<file path="config.mk">
export PLATFORM = sky130hd
export DESIGN_NAME = uart_telem_tx_flat
export DESIGN_NICKNAME = d
export VERILOG_FILES = /design/src/rtl/uart_telem_tx_if.sv /design/src/rtl/uart_telem_tx.sv /design/src/flat_wrapper.sv
export SDC_FILE = /design/constraint.sdc
export NUM_CORES = 1
export LEC_CHECK = 0
export CAP_MARGIN = 10
export CORE_ASPECT_RATIO = 0.7
export CORE_MARGIN = 2
export CORE_UTILIZATION = 50
export CTS_BUF_LIST = sky130_fd_sc_hd__clkbuf_8
export CTS_CLUSTER_DIAMETER = 80
export DETAILED_ROUTE_END_ITERATION = 7
export MAX_ROUTING_LAYER = met4
export PLACE_DENSITY = 0.74
export SYNTH_ARGS = -nofsm -noshare
export SYNTH_HDL_FRONTEND = slang
export SYNTH_SLANG_ARGS = --single-unit
</file>
<file path="constraint.sdc">
create_clock -name clk -period 4.6 [get_ports clk]
set_clock_uncertainty 0.2 [all_clocks]
set_input_delay 0.92 -clock clk [delete_from_list [all_inputs] [get_ports clk]]
set_output_delay 0.92 -clock clk [all_outputs]
set_load 0.02 [all_outputs]
</file>
<file path="src/rtl/uart_telem_tx_if.sv">
// Byte handshake between the telemetry framer and the UART transmitter.
//   tx_data  : byte presented to the UART (framer -> UART)
//   tx_start : 1-cycle strobe, byte is valid (framer -> UART)
//   tx_ready : UART transmitter idle and able to take a byte (UART -> framer)
interface uart_telem_tx_if;
  logic [7:0] tx_data;
  logic       tx_start;
  logic       tx_ready;

  modport master (output tx_data, output tx_start, input tx_ready);
  modport slave  (input tx_data, input tx_start, output tx_ready);
endinterface

</file>
<file path="src/rtl/uart_telem_tx.sv">
// Telemetry framer. Snapshots NUM_CH 16-bit channels and streams one
// checksummed frame to the UART transmitter, periodically or on demand.
// Frame: 55 AA SEQ LEN ch0_hi ch0_lo .. chN-1_lo CHK, CHK = SEQ+LEN+data mod 256.
// Ports:
//   clk, reset_n   : clock, async active-low reset
//   enable         : periodic frame generation on
//   trigger        : 1-cycle request for one frame
//   ch_data        : channel k in [16k+15:16k], captured at frame start
//   tx             : byte handshake to the UART (master side)
//   busy           : frame in progress
//   frame_done     : 1-cycle pulse after the checksum byte was taken
//   seq            : sequence number of the next frame
//   overrun_cnt    : saturating count of requests dropped while busy
module uart_telem_tx #(
  parameter int CLK_FREQ_HZ = 27_000_000,
  parameter int PERIOD_HZ   = 100,
  parameter int NUM_CH      = 4
) (
  input  logic                  clk,
  input  logic                  reset_n,
  input  logic                  enable,
  input  logic                  trigger,
  input  logic [16*NUM_CH-1:0]  ch_data,
  uart_telem_tx_if.master       tx,
  output logic                  busy,
  output logic                  frame_done,
  output logic [7:0]            seq,
  output logic [7:0]            overrun_cnt
);
  localparam int DIV  = CLK_FREQ_HZ / PERIOD_HZ;
  localparam int CW   = $clog2(DIV);
  localparam int NB   = 2 * NUM_CH;       // data bytes per frame (= LEN)
  localparam int JW   = $clog2(NB);
  localparam int LAST = 4 + NB;           // index of the checksum byte

  typedef enum logic [2:0] {
    S_IDLE, S_LOAD, S_SEND, S_WAIT_ACK, S_WAIT_RDY, S_DONE
  } state_t;

  state_t              r_state;
  logic [CW-1:0]       r_pcnt;
  logic [NB-1:0][7:0]  r_sbytes;          // shadow, stored in frame order
  logic [7:0]          r_seq_sh, r_seq, r_ovr, r_chk, r_tx_data;
  logic [4:0]          r_idx;
  logic                r_tx_start, r_busy, r_done;

  logic                w_tick, w_req;
  logic [JW-1:0]       w_j;
  logic [7:0]          w_byte;

  assign w_tick = enable && (r_pcnt == CW'(DIV - 1));
  assign w_req  = trigger || w_tick;      // coincident sources merge into one

  // Period divider: free-runs 0..DIV-1 only while enabled.
  always_ff @(posedge clk or negedge reset_n) begin
    if (!reset_n)                      r_pcnt <= '0;
    else if (!enable)                  r_pcnt <= '0;
    else if (r_pcnt == CW'(DIV - 1))   r_pcnt <= '0;
    else                               r_pcnt <= r_pcnt + CW'(1);
  end

  // Byte at the current index; the checksum slot reads the running sum.
  always_comb begin
    w_j    = JW'(r_idx - 5'd4);
    w_byte = r_chk;
    case (r_idx)
      5'd0:    w_byte = 8'h55;
      5'd1:    w_byte = 8'hAA;
      5'd2:    w_byte = r_seq_sh;
      5'd3:    w_byte = 8'(NB);
      default: if (r_idx != 5'(LAST)) w_byte = r_sbytes[w_j];
    endcase
  end

  always_ff @(posedge clk or negedge reset_n) begin
    if (!reset_n) begin
      r_state    <= S_IDLE;
      r_sbytes   <= '0;
      r_seq_sh   <= '0;
      r_seq      <= '0;
      r_ovr      <= '0;
      r_chk      <= '0;
      r_idx      <= '0;
      r_tx_data  <= '0;
      r_tx_start <= 1'b0;
      r_busy     <= 1'b0;
      r_done     <= 1'b0;
    end else begin
      r_tx_start <= 1'b0;
      r_done     <= 1'b0;
      if (w_req && r_busy && r_ovr != 8'hFF) r_ovr <= r_ovr + 8'd1;
      case (r_state)
        S_IDLE: if (w_req) begin
          r_state <= S_LOAD;
          r_busy  <= 1'b1;
        end
        S_LOAD: begin
          for (int c = 0; c < NUM_CH; c++) begin
            r_sbytes[2*c]   <= ch_data[16*c+8 +: 8];
            r_sbytes[2*c+1] <= ch_data[16*c   +: 8];
          end
          r_seq_sh <= r_seq;
          r_idx    <= '0;
          r_chk    <= '0;
          r_state  <= S_SEND;
        end
        S_SEND: if (tx.tx_ready) begin
          r_tx_data  <= w_byte;
          r_tx_start <= 1'b1;
          if (r_idx >= 5'd2 && r_idx != 5'(LAST)) r_chk <= r_chk + w_byte;
          r_state    <= S_WAIT_ACK;
        end
        // UART drops ready once it has latched the byte.
        S_WAIT_ACK: if (!tx.tx_ready) r_state <= S_WAIT_RDY;
        S_WAIT_RDY: if (tx.tx_ready) begin
          if (r_idx == 5'(LAST)) begin
            r_state <= S_DONE;
            r_done  <= 1'b1;
            r_seq   <= r_seq + 8'd1;
          end else begin
            r_idx   <= r_idx + 5'd1;
            r_state <= S_SEND;
          end
        end
        S_DONE: begin
          r_busy  <= 1'b0;
          r_state <= S_IDLE;
        end
        default: r_state <= S_IDLE;
      endcase
    end
  end

  assign tx.tx_data   = r_tx_data;
  assign tx.tx_start  = r_tx_start;
  assign busy         = r_busy;
  assign frame_done   = r_done;
  assign seq          = r_seq;
  assign overrun_cnt  = r_ovr;
endmodule

</file>
<file path="src/flat_wrapper.sv">
// flat-port wrapper written by rule: the top's interface ports become plain ports
module uart_telem_tx_flat 
#(
  parameter int CLK_FREQ_HZ = 27_000_000,
  parameter int PERIOD_HZ   = 100,
  parameter int NUM_CH      = 4
)
  (clk, reset_n, enable, trigger, ch_data, busy, frame_done, seq, overrun_cnt, tx_tx_data, tx_tx_start, tx_tx_ready);
  uart_telem_tx_if tx_i ();
  input  logic clk;
  input  logic reset_n;
  input  logic enable;
  input  logic trigger;
  input  logic [16*NUM_CH-1:0] ch_data;
  output logic busy;
  output logic frame_done;
  output logic [7:0] seq;
  output logic [7:0] overrun_cnt;
  output wire logic [$bits(tx_i.tx_data)-1:0] tx_tx_data;
  output wire logic [$bits(tx_i.tx_start)-1:0] tx_tx_start;
  input wire logic [$bits(tx_i.tx_ready)-1:0] tx_tx_ready;
  assign tx_tx_data = tx_i.tx_data;
  assign tx_tx_start = tx_i.tx_start;
  assign tx_i.tx_ready = tx_tx_ready;
  uart_telem_tx #(.CLK_FREQ_HZ(CLK_FREQ_HZ), .PERIOD_HZ(PERIOD_HZ), .NUM_CH(NUM_CH)) u_core (.clk(clk), .reset_n(reset_n), .enable(enable), .trigger(trigger), .ch_data(ch_data), .tx(tx_i), .busy(busy), .frame_done(frame_done), .seq(seq), .overrun_cnt(overrun_cnt));
endmodule
</file>
Word-level counts from Yosys, hierarchy flattened
Cells that the tools add are included.
- bits in registers: 134
- input port bits: 69
- output and inout bits: 27
- word-level logic and storage cells: 86
- add/sub/neg operators: 6
- $lt $le $gt $ge: 2
- equal/unequal tests: 18
- multiplexer cells: 25
- reduce and logical (&&, ||, !) cells: 16
- operators with widths (cell ; count):
    $mux W19 ; 2
    $mux W8 ; 4
    $pmux W8 S4 ; 1
    $bmux W8 S3 ; 1
    $add A19 B1 Y19 const B ; 1
    $eq A19 B19 Y1 const B ; 1
    $add A8 B1 Y8 const B ; 2
    $pmux W8 S2 ; 1
    $mux W3 ; 5
    $pmux W3 S5 ; 1
    $eq A5 B2 Y1 const B ; 2
    $mux W5 ; 2
    $pmux W5 S2 ; 1
    $reduce_and A3 Y1 ; 3
    $add A8 B8 Y8 ; 1
    $ne A2 B2 Y1 const B ; 4
    $ne A8 B8 Y1 const B ; 1
    $eq A3 B2 Y1 const B ; 2
    $eq A3 B3 Y1 const B ; 2
    $mux W1 ; 6
    $reduce_bool A2 Y1 ; 3
    $add A5 B1 Y5 const B ; 1
    $eq A5 B1 Y1 const B ; 1
    $eq A5 B4 Y1 const B ; 1
    13 further kinds ; 18

Logic depth before layout (Yosys ltp)
Gate-level depths: netlist of run 1.
- depth after elaboration: 9
- gate-level depth with buffers: 19
- gate-level depth less buffers: 15

Least setup slack after synthesis of run 1
No wires, ideal clock.
- kind: register to register
- from: register u_core.r_idx[0]
- to: register u_core.r_chk[6]
- setup time: 96 ps
- arrival: 3482 ps
- required time: 4304 ps
- setup slack: 822 ps
- stages on the path, launching flop included: 19
- buffers on the path: 4
- clock period less this slack: 3778 ps
- path through: dfrtp_1 > buf_2 > buf_4 > inv_1 > ha_1 > clkbuf_1 > and4b_1 > clkbuf_1 > a21oi_1 > o22ai_1 > ha_1 > inv_1 > fa_1 > nor2b_1 > o21ai_0 > a21boi_0 > o21a_1 > nor3_1 > o31ai_1
- word-level cells in the longest chain between the ends: 9
- elaborated cells between the ends (all ways): 18
- those cells by class: 2 x add/sub; 1 x order compare; 5 x eq/ne; 7 x mux; 3 x reduce/logical
- RTL lines (item ; line ; text):
    from (decl) ; uart_telem_tx.sv:44 ; logic [4:0] r_idx;
    from (signal assigned) ; uart_telem_tx.sv:121 ; r_idx <= r_idx + 5'd1;
    $sub A3 B3 Y3 ; uart_telem_tx.sv:64 ; w_j = JW'(r_idx - 5'd4);
    $bmux W8 S3 ; uart_telem_tx.sv:71 ; default: if (r_idx != 5'(LAST)) w_byte = r_sbytes[w_j];
    $mux W8 (not written as such) ; uart_telem_tx.sv:71 ;
    $mux W8 ; uart_telem_tx.sv:71 ;
    $pmux W8 S4 (*) ; uart_telem_tx.sv:66 ; case (r_idx)
    named net u_core.w_byte[0] ; uart_telem_tx.sv:49 ; logic [7:0] w_byte;
    $add A8 B8 Y8 (*) ; uart_telem_tx.sv:110 ; if (r_idx >= 5'd2 && r_idx != 5'(LAST)) r_chk <= r_chk + w_byte;
    $mux W8 (*) ; uart_telem_tx.sv:110 ;
    $mux W8 (*) ; uart_telem_tx.sv:107 ; S_SEND: if (tx.tx_ready) begin
    $pmux W8 S2 (*) ; uart_telem_tx.sv:92 ; case (r_state)
    to (signal assigned) ; uart_telem_tx.sv:110 ;
    to (decl) ; uart_telem_tx.sv:43 ; logic [7:0] r_seq_sh, r_seq, r_ovr, r_chk, r_tx_data;
Mark *: on every way through the listed nets, which the timed path passes. The rest lies on a longest branch. The select of a mux whose other input is x is not followed.
A chain may end at the register's enable or synchronous reset.

Worst setup path in the final report of run 1
- from: register u_core.r_idx[1]
- to: register u_core.r_chk[6]
Same word-level chain as after synthesis.

==> impl_metrics.ini, run 1 <==
[global_routing]
grt_pass1_vias = 5074
grt_max_degree = 70
grt_usage = 0.246
overflow = 0
top_usage_layer = met1
grt_pass1_wl_um = 26200
use_met1 = 0.365
antenna_found_initial = 0
gr-usage-met2 = 0.348
met3_usage = 0.0457

[placed_design]
numPortBuffers = 95
dp_slack_ns = 0.680
place_hpwl_um = 11300
gp_congestion = 0.860

[power_and_ir_drop]
p_sw_frac = 0.383
p_int_mw = 2.80
pwr-share-seq = 0.403
switchingPower_mw = 1.74
power_frac_comb = 0.381
pwr-share-clk = 0.215
p_per_area_mw_per_mm2 = 570
ir_drop_uv = 230
power.leakage_nw = 3.73

[sta]
setup_viol = 0
final_hold_viol_count = 0
max_freq_ghz = 0.253
min_period_ns = 3.95
relSlewSlack = 0.273
fin_crit_sh = 0.858
hold_ws_ns = 0.272
maxSlewViolCount = 0
fin_ws_ns = 0.655
max_slew.worst_pin.slew_ns = 1.09
fin_tns_setup_ns = 0
rsz0062_at_grt = no

[synth]
syn_inst = 684
ys.flop_type = dfrtp_1
ys_ff_latch = 134
synth.cell_area_mm2 = 0.00650
ys_seq_area_frac = 0.516
syn_avg_cell_area_um2 = 9.50
synth_edf_count = 0
synthArstFlopShare = 1.00
syn_nets = 768
yosysWarnings = 0
yosysUniqueCellTypes = 57

[routing]
drc = 0
vias_per_cell = 5.44
wl_per_cell_um = 16.4
vias = 5154
totalWireLength_um = 15600
dr.pass1.iters = 4
drt_iter0_drc = 274
final_antenna_net_count = 0

[critical_path]
cpPeakStageDelay_ns = 0.54
crit_required_ns = 4.74
critPathMaxFanout = 12
cp_slowest_cell = and4b_1
timing.critical_path.buf_inv = 2
worst-path-stages = 14
arrival_ns = 4.08
reg2reg_depth = 14
crit_family = compound AO/OA/AOI/OAI gates
r2r_start = u_core.r_idx[1]
crit_chain = inv_1 > ha_1 > and4b_1 > a21oi_1 > o22ai_1 > ha_1 > inv_1 > fa_1 > nor2b_1 > o21ai_0 > a21boi_0 > o21a_1 > nor3_1 > o31ai_1
endpoint_kind = flip-flop
r2r_slack_ns = 0.65
cp-start-kind = flip-flop
r2r-end = u_core.r_chk[6]
crit_type = reg -> reg

[hold_path]
hold_depth = 2
min-delay-start = u_core.r_sbytes[22]
whs_endpoint = u_core.r_sbytes[22]
min_path_type = reg -> reg

[layout]
nets = 858
diodes = 0
multiInputGateArea_mm2 = 0.00297
seqCellArea_mm2 = 0.00335
area_delta_synth_final_pct = 22.5
fillCellCount = 992
drive_gt1_frac = 0.0903
final_util = 0.634

[clock_network]
clock_path_buffers = 2
clock_latency_ns = 0.45
root_buffer = clkbuf_8
clk_pin_slew_ns = 0.08
cts.repair.resized = 0
cts_setup_buffers = 0
h-tree-depth = 4
numCtsBuffers = 17
clock-sinks = 134
cts_tree = yes
ctsHoldBuffers = 0

[outcome]
status = completed

[floorplanning]
core_mm2 = 0.0125
die_x_um = 140
dieArea_mm2 = 0.0139
start_util = 0.518
rows = 34
die-height_um = 99.4
pin_count = 96

[run]
maxCapViolCount = 0
-- Yosys cell counts, drive strengths merged (3+ instances only) --
| master | n | share of area |
|---|---|---|
| nand2 | 243 | 0.14 |
| dfrtp | 134 | 0.52 |
| nor2 | 37 | 0.022 |
| xor2 | 26 | 0.035 |
| clkbuf | 23 | 0.013 |
| o21ai | 23 | 0.018 |
| nand3 | 22 | 0.017 |
| a21oi | 19 | 0.015 |
| mux2 | 17 | 0.030 |
| ha | 14 | 0.027 |
| xnor2 | 12 | 0.016 |
| inv | 10 | 0.0058 |
| mux2i | 10 | 0.015 |
| buf | 9 | 0.0079 |
| and3 | 8 | 0.0077 |
| mux4 | 8 | 0.028 |
| nand4 | 8 | 0.0077 |
| nor3 | 6 | 0.0046 |
| o31ai | 6 | 0.0069 |
| o221ai | 5 | 0.0094 |
| nand2b | 4 | 0.0039 |
| o21bai | 4 | 0.0046 |
| and2 | 3 | 0.0029 |
| o22ai | 3 | 0.0029 |
-- tightest hold or removal path, stage by stage, from the launching register on --
cell     delay, ns
dfrtp_1       0.34
nand2_1       0.05
nand2_1       0.05
-- kinds of logic after synthesis --
kind of cell    Yosys count  synth area share
compound gates           75            0.0766
simple gates            345             0.225
flops                   134             0.516
fa+ha+maj                15            0.0300
buf+inv                  42            0.0270
mux                      35            0.0738
xor+xnor                 38            0.0512
-- registers in the layout, summed over array words and instances, names as in the netlist --
signal,cells
u_core.r_chk,8
u_core.r_idx,5
u_core.busy,1
u_core.r_state,3
u_core.r_pcnt,19
u_core.overrun_cnt,8
u_core.r_seq_sh,8
u_core.frame_done,1
u_core.r_sbytes,64
u_core.tx.tx_start,1
u_core.tx.tx_data,8
u_core.seq,8
-- per-layer routing --
layer	up-vias	part of all wire
li1	2467	-
met1	2535	0.50
met5	-	0
met4	0	0.011
met2	136	0.44
met3	16	0.053
-- worst max-delay path by stage --
stage                         start               to  slack, ns
finish              u_core.r_idx[1]  u_core.r_chk[6]       0.65
global route        u_core.r_idx[0]  u_core.r_chk[6]       0.29
CTS                 u_core.r_idx[1]  u_core.r_chk[6]       0.66
detailed placement  u_core.r_idx[1]  u_core.r_chk[6]       0.68
global placement    u_core.r_idx[0]  u_core.r_chk[6]        1.0
floorplan           u_core.r_idx[0]  u_core.r_chk[6]       0.82
-- cell usage in the layout, fill, tap and decap left out, types with 14 or more instances in the layout --
cell type,n
nand2_1,242
dfrtp_1,134
clkdlybuf4s50_1,94
nor2_1,36
xor2_1,26
nand3_1,22
o21ai_0,19
a21oi_1,19
clkbuf_8,17
mux2_2,16
ha_1,14
-- power by group through the flow --
| stage | combinational (mW) | sequential (mW) | clock (mW) |
|---|---|---|---|
| floorplan | 1.16 | 1.82 | 0 |
| global placement | 1.67 | 1.83 | 0 |
| detailed placement | 1.72 | 1.84 | 0 |
| CTS | 1.73 | 1.83 | 0.993 |
| global route | 1.93 | 1.88 | 1.05 |
| finish | 1.73 | 1.83 | 0.977 |
-- area by class of cell --
cell class	count	share of cell area
clock buffers	17	0.0294
repair buffers	103	0.127
flip-flops and latches	134	0.421
clock inverters	14	0.0193
multi-input cells	508	0.373
inverters	10	0.00471
well taps	162	0.0255
-- per-stage QoR --
stage                     cells  power, mW  area (um2)
final                       948       4.54        7960
after floorplan             684       2.98        6500
after global routing        948       4.86        7960
after detailed placement    917       3.56        7570
after CTS                   948       4.55        7960
after global placement      917       3.50        7570
(Power assumes the default switching activity.)
==> inputs of run 2 (changes only) <==
CORE_MARGIN = 8   (was 2)
SLEW_MARGIN = 20   (was default)
==> impl_metrics.ini, run 2 (same netlist as run 1, synthesis figures left out) <==
[placed_design]
dp_cells = 920
gp_congestion = 0.847
numPortBuffers = 95
placedInstanceArea_mm2 = 0.00757
place_hpwl_um = 11400

[routing]
drt_iter0_drc = 344
dr.pass1.iters = 6
drc = 0
vias = 5151
vias_per_cell = 5.41
totalWireLength_um = 15700
final_antenna_net_count = 0
wl_per_cell_um = 16.5

[power_and_ir_drop]
pwr-share-clk = 0.214
switchingPower_mw = 1.70
pwr-share-seq = 0.403
p_per_area_mw_per_mm2 = 567
ir_drop_uv = 235
power_frac_comb = 0.383
p_int_mw = 2.82
power.leakage_nw = 3.75
p_sw_frac = 0.376

[layout]
fin_cells = 952
largest_reg_flops = 64
final_common_cell = nand2_1
layout_common_cells = 242 x nand2_1, 134 x dfrtp_1, 94 x clkdlybuf4s50_1
area_delta_synth_final_pct = 22.7
drive_gt1_frac = 0.0878
regMostFlops = u_core.r_sbytes
fillCellCount = 1082
diodes = 0
final_area_mm2 = 0.00797
top_regs = u_core.r_sbytes x64, u_core.r_pcnt x19
final_util = 0.617
nets = 857

[global_routing]
met3_usage = 0.0553
top_usage_layer = met2
grt_pass1_wl_um = 26300
grt_max_degree = 84
grt_pass1_vias = 5157
antenna_found_initial = 0
overflow = 0
grt_usage = 0.197
use_met1 = 0.275
gr-usage-met2 = 0.278

[clock_network]
clk_pin_slew_ns = 0.08
ctsHoldBuffers = 0
cts_tree = yes
clock-sinks = 134
cts_setup_buffers = 0
cts.repair.resized = 0
clock_path_buffers = 2
clock_latency_ns = 0.43
h-tree-depth = 4
root_buffer = clkbuf_8
numCtsBuffers = 17

[critical_path]
arrival_ns = 3.88
crit_chain = buf_4 > ha_1 > nor4_1 > nor2_1 > a21oi_1 > o21ai_0 > nand2_1 > inv_1 > ha_1 > a21oi_1 > o211ai_1 > o41ai_1 > xnor2_1 > o211ai_1 > o31ai_1
crit_type = reg -> reg
cp_slowest_cell = nor4_1
crit_required_ns = 4.67
cp-start-kind = flip-flop
cpPeakStageDelay_ns = 0.39
endpoint_kind = flip-flop
critPathMaxFanout = 27

[hold_path]
min_path_type = reg -> reg

[floorplanning]
dieArea_mm2 = 0.0170
start_util = 0.503
die_x_um = 152
rows = 35
die-height_um = 111
core_mm2 = 0.0129
pin_count = 96

[sta]
max_slew.worst_pin.slew_ns = 1.02
final_hold_viol_count = 0
fin_crit_sh = 0.828
rsz0062_at_grt = no
max_freq_ghz = 0.263
maxSlewViolCount = 0
min_period_ns = 3.81
setup_viol = 0
relSlewSlack = 0.321
fin_tns_setup_ns = 0

[run]
maxCapViolCount = 0

[outcome]
status = completed
-- run 2: cell types whose count changed in the layout (fill, tap and decap cells not counted) --
cell,before,now
clkinvlp_4,5,2
buf_4,9,7
clkbuf_8,17,19
inv_1,9,11
buf_6,0,1
clkinv_2,2,3
clkinv_4,2,3
inv_6,2,1
inv_8,1,0
-- run 2: metal layers --
| layer | vias up | routed length (um) |
|---|---|---|
| li1 | 2468 | - |
| met5 | - | 0 |
| met4 | 0 | 116 |
| met3 | 12 | 837 |
| met1 | 2511 | 7840 |
| met2 | 160 | 6930 |
-- run 2: power groups by stage --
stage / Combinational [mW] / Sequential, mW / Clock, mW
finish: 1.73 / 1.82 / 0.967
global route: 1.92 / 1.87 / 1.04
CTS: 1.74 / 1.82 / 0.987
detailed placement: 1.72 / 1.84 / 0
global placement: 1.69 / 1.82 / 0
floorplan: 1.16 / 1.82 / 0
-- run 2: cell type report --
class | count | area (um2) | area share
flip-flops and latches | 134 | 3350 | 0.421
multi-input cells | 508 | 2970 | 0.373
repair buffers | 102 | 1000 | 0.126
clock buffers | 19 | 262 | 0.0328
well taps | 166 | 208 | 0.0261
clock inverters | 13 | 133 | 0.0166
inverters | 10 | 37.5 | 0.00471
-- run 2: final timing paths --
path | start | to | slack [ns] | cells past startpoint
worst max-delay path | u_core.r_idx[0] | u_core.r_chk[7] | 0.79 | 15
worst max register to register | u_core.r_idx[0] | u_core.r_chk[7] | 0.79 | 15
max in group asynchronous | reset_n | u_core.r_sbytes[41] | 3.03 | 2
min in group asynchronous | reset_n | u_core.r_pcnt[18] | 0.33 | 1
worst min-delay path | u_core.r_sbytes[15] | u_core.r_sbytes[15] | 0.28 | 2
worst min register to register | u_core.r_sbytes[15] | u_core.r_sbytes[15] | 0.28 | 2
-- run 2: per-stage QoR --
| step | setup WS [ns] | total power [mW] | hold WS [ns] |
|---|---|---|---|
| after floorplan | 0.822 | 2.98 | 0.237 |
| after global placement | 0.977 | 3.50 | 0.255 |
| after detailed placement | 0.886 | 3.56 | 0.257 |
| after CTS | 0.871 | 4.55 | 0.282 |
| after global routing | 0.507 | 4.83 | 0.305 |
| final | 0.791 | 4.52 | 0.280 |
-- run 2: worst max-delay path: cells and delay by family (launching register included) --
kind / cells / cell delay (ns)
compound gates: 7 / 1.27
xor+xnor: 1 / 0.15
fa+ha+maj: 2 / 0.60
buf+inv: 2 / 0.31
flops: 1 / 0.38
simple gates: 3 / 0.74
==> inputs of run 3 (changes only) <==
clock period = 3.9 ns   (was 4.6 ns; I/O delays follow)
==> impl_metrics.ini, run 3 (same netlist as run 1, synthesis figures left out) <==
[global_routing]
grt_max_degree = 81
grt_pass1_wl_um = 27000
met3_usage = 0.0445
overflow = 0
gr-usage-met2 = 0.284
use_met1 = 0.286
antenna_found_initial = 0
top_usage_layer = met1
grt_usage = 0.201
grt_pass1_vias = 5372

[sta]
hold_ws_ns = 0.264
final_hold_viol_count = 0
relSlewSlack = 0.317
rsz0062_at_grt = no
min_period_ns = 3.62
fin_tns_setup_ns = 0
setup_viol = 0
maxSlewViolCount = 0
max_freq_ghz = 0.276
max_slew.worst_pin.slew_ns = 1.02
fin_crit_sh = 0.929

[routing]
dr.pass1.iters = 5
totalWireLength_um = 15800
final_antenna_net_count = 0
drt_iter0_drc = 441
drc = 0
wl_per_cell_um = 16.5
vias = 5114
vias_per_cell = 5.33

[critical_path]
cp_slowest_cell = dfrtp_1
critPathMaxFanout = 10
crit_family = compound AO/OA/AOI/OAI gates
endpoint_kind = flip-flop
crit_required_ns = 3.99
crit_chain = inv_1 > ha_1 > buf_4 > nand4b_4 > o221ai_1 > o21ai_0 > nand2_1 > fa_1 > nor2b_1 > o21ai_0 > a21boi_0 > o21a_1 > o21a_1 > o31ai_1
crit_type = reg -> reg
cp-start-kind = flip-flop
reg2reg_depth = 14
arrival_ns = 3.71
r2r_start = u_core.r_idx[0]
r2r-end = u_core.r_chk[6]
r2r_slack_ns = 0.28
timing.critical_path.buf_inv = 2
cpPeakStageDelay_ns = 0.53

[clock_network]
clock_latency_ns = 0.44
ctsHoldBuffers = 0
clk_pin_slew_ns = 0.08
h-tree-depth = 4
clock-sinks = 134
cts_setup_buffers = 0
cts.repair.resized = 0
cts_tree = yes
root_buffer = clkbuf_8
numCtsBuffers = 17
clock_path_buffers = 2

[floorplanning]
die_x_um = 152
die-height_um = 111
dieArea_mm2 = 0.0170
pin_count = 96
start_util = 0.503
core_mm2 = 0.0129
rows = 35

[layout]
top_regs = u_core.r_sbytes x64, u_core.r_pcnt x19
nets = 864
area_delta_synth_final_pct = 23.6
layout_common_cells = 242 x nand2_1, 134 x dfrtp_1, 94 x clkdlybuf4s50_1
regMostFlops = u_core.r_sbytes
final_common_cell = nand2_1
diodes = 0
fillCellCount = 1024
drive_gt1_frac = 0.102
largest_reg_flops = 64

[power_and_ir_drop]
power.leakage_nw = 3.78
p_per_area_mw_per_mm2 = 660
ir_drop_uv = 247
total_power_mw = 5.30

[outcome]
status = completed

[hold_path]
min_path_type = in -> async

[placed_design]
gp_congestion = 0.884
place_hpwl_um = 11800
numPortBuffers = 95

[run]
maxCapViolCount = 0
## run 3: cell types whose count changed in the layout (fill, tap and decap cells not counted), moves of 2 or more
cell,before,now
inv_6,1,8
buf_4,7,13
buf_12,0,2
bufinv_16,2,0
clkbuf_8,19,17
clkinv_2,3,1
inv_1,11,9
inv_8,0,2
## run 3: cell type report
type | count | area, um2 | share of cell area
clock buffer | 17 | 234 | 0.0291
clock inverter | 15 | 130 | 0.0162
inverter | 10 | 37.5 | 0.00467
multi-input combinational | 508 | 2990 | 0.372
sequential | 134 | 3350 | 0.418
tap | 166 | 208 | 0.0259
timing repair buffer | 109 | 1080 | 0.134
## run 3: worst max path at each step
stage | start | end | depth (start not counted)
final | u_core.r_idx[0] | u_core.r_chk[6] | 14
after floorplan | u_core.r_idx[0] | u_core.r_chk[6] | 18
after CTS | u_core.r_idx[1] | u_core.r_chk[7] | 15
after global placement | u_core.r_idx[1] | u_core.r_chk[6] | 14
after detailed placement | u_core.r_idx[1] | u_core.r_chk[7] | 15
after global routing | u_core.r_idx[0] | u_core.r_chk[7] | 15
## run 3: worst register-to-register path, stage by stage, from the launching register on
cell and delay [ns]:
dfrtp_1 0.53, inv_1 0.16, ha_1 0.29, buf_4 0.19, nand4b_4 0.19, o221ai_1 0.20
o21ai_0 0.23, nand2_1 0.16, fa_1 0.46, nor2b_1 0.12, o21ai_0 0.09, a21boi_0 0.30
o21a_1 0.18, o21a_1 0.11, o31ai_1 0.06
## run 3: per-layer routing
metal,wire length (um),up-vias
li1,-,2488
met1,7980,2457
met2,6810,151
met3,867,18
met4,184,0
met5,0,-
## run 3: metrics by stage
stage	instance area, um2	std cells	utilization	setup slack, ns
floorplan	6500	684	-	0.122
global placement	7650	927	0.592	0.373
detailed placement	7650	927	0.592	0.198
CTS	8010	959	0.620	0.196
global route	8030	959	0.622	0.0382
finish	8030	959	0.622	0.275
## run 3: report_power, final
group	internal (mW)	leakage, nW	switching (mW)
Sequential	1.84	1.72	0.316
Combinational	0.923	1.88	1.16
Clock	0.464	0.183	0.606
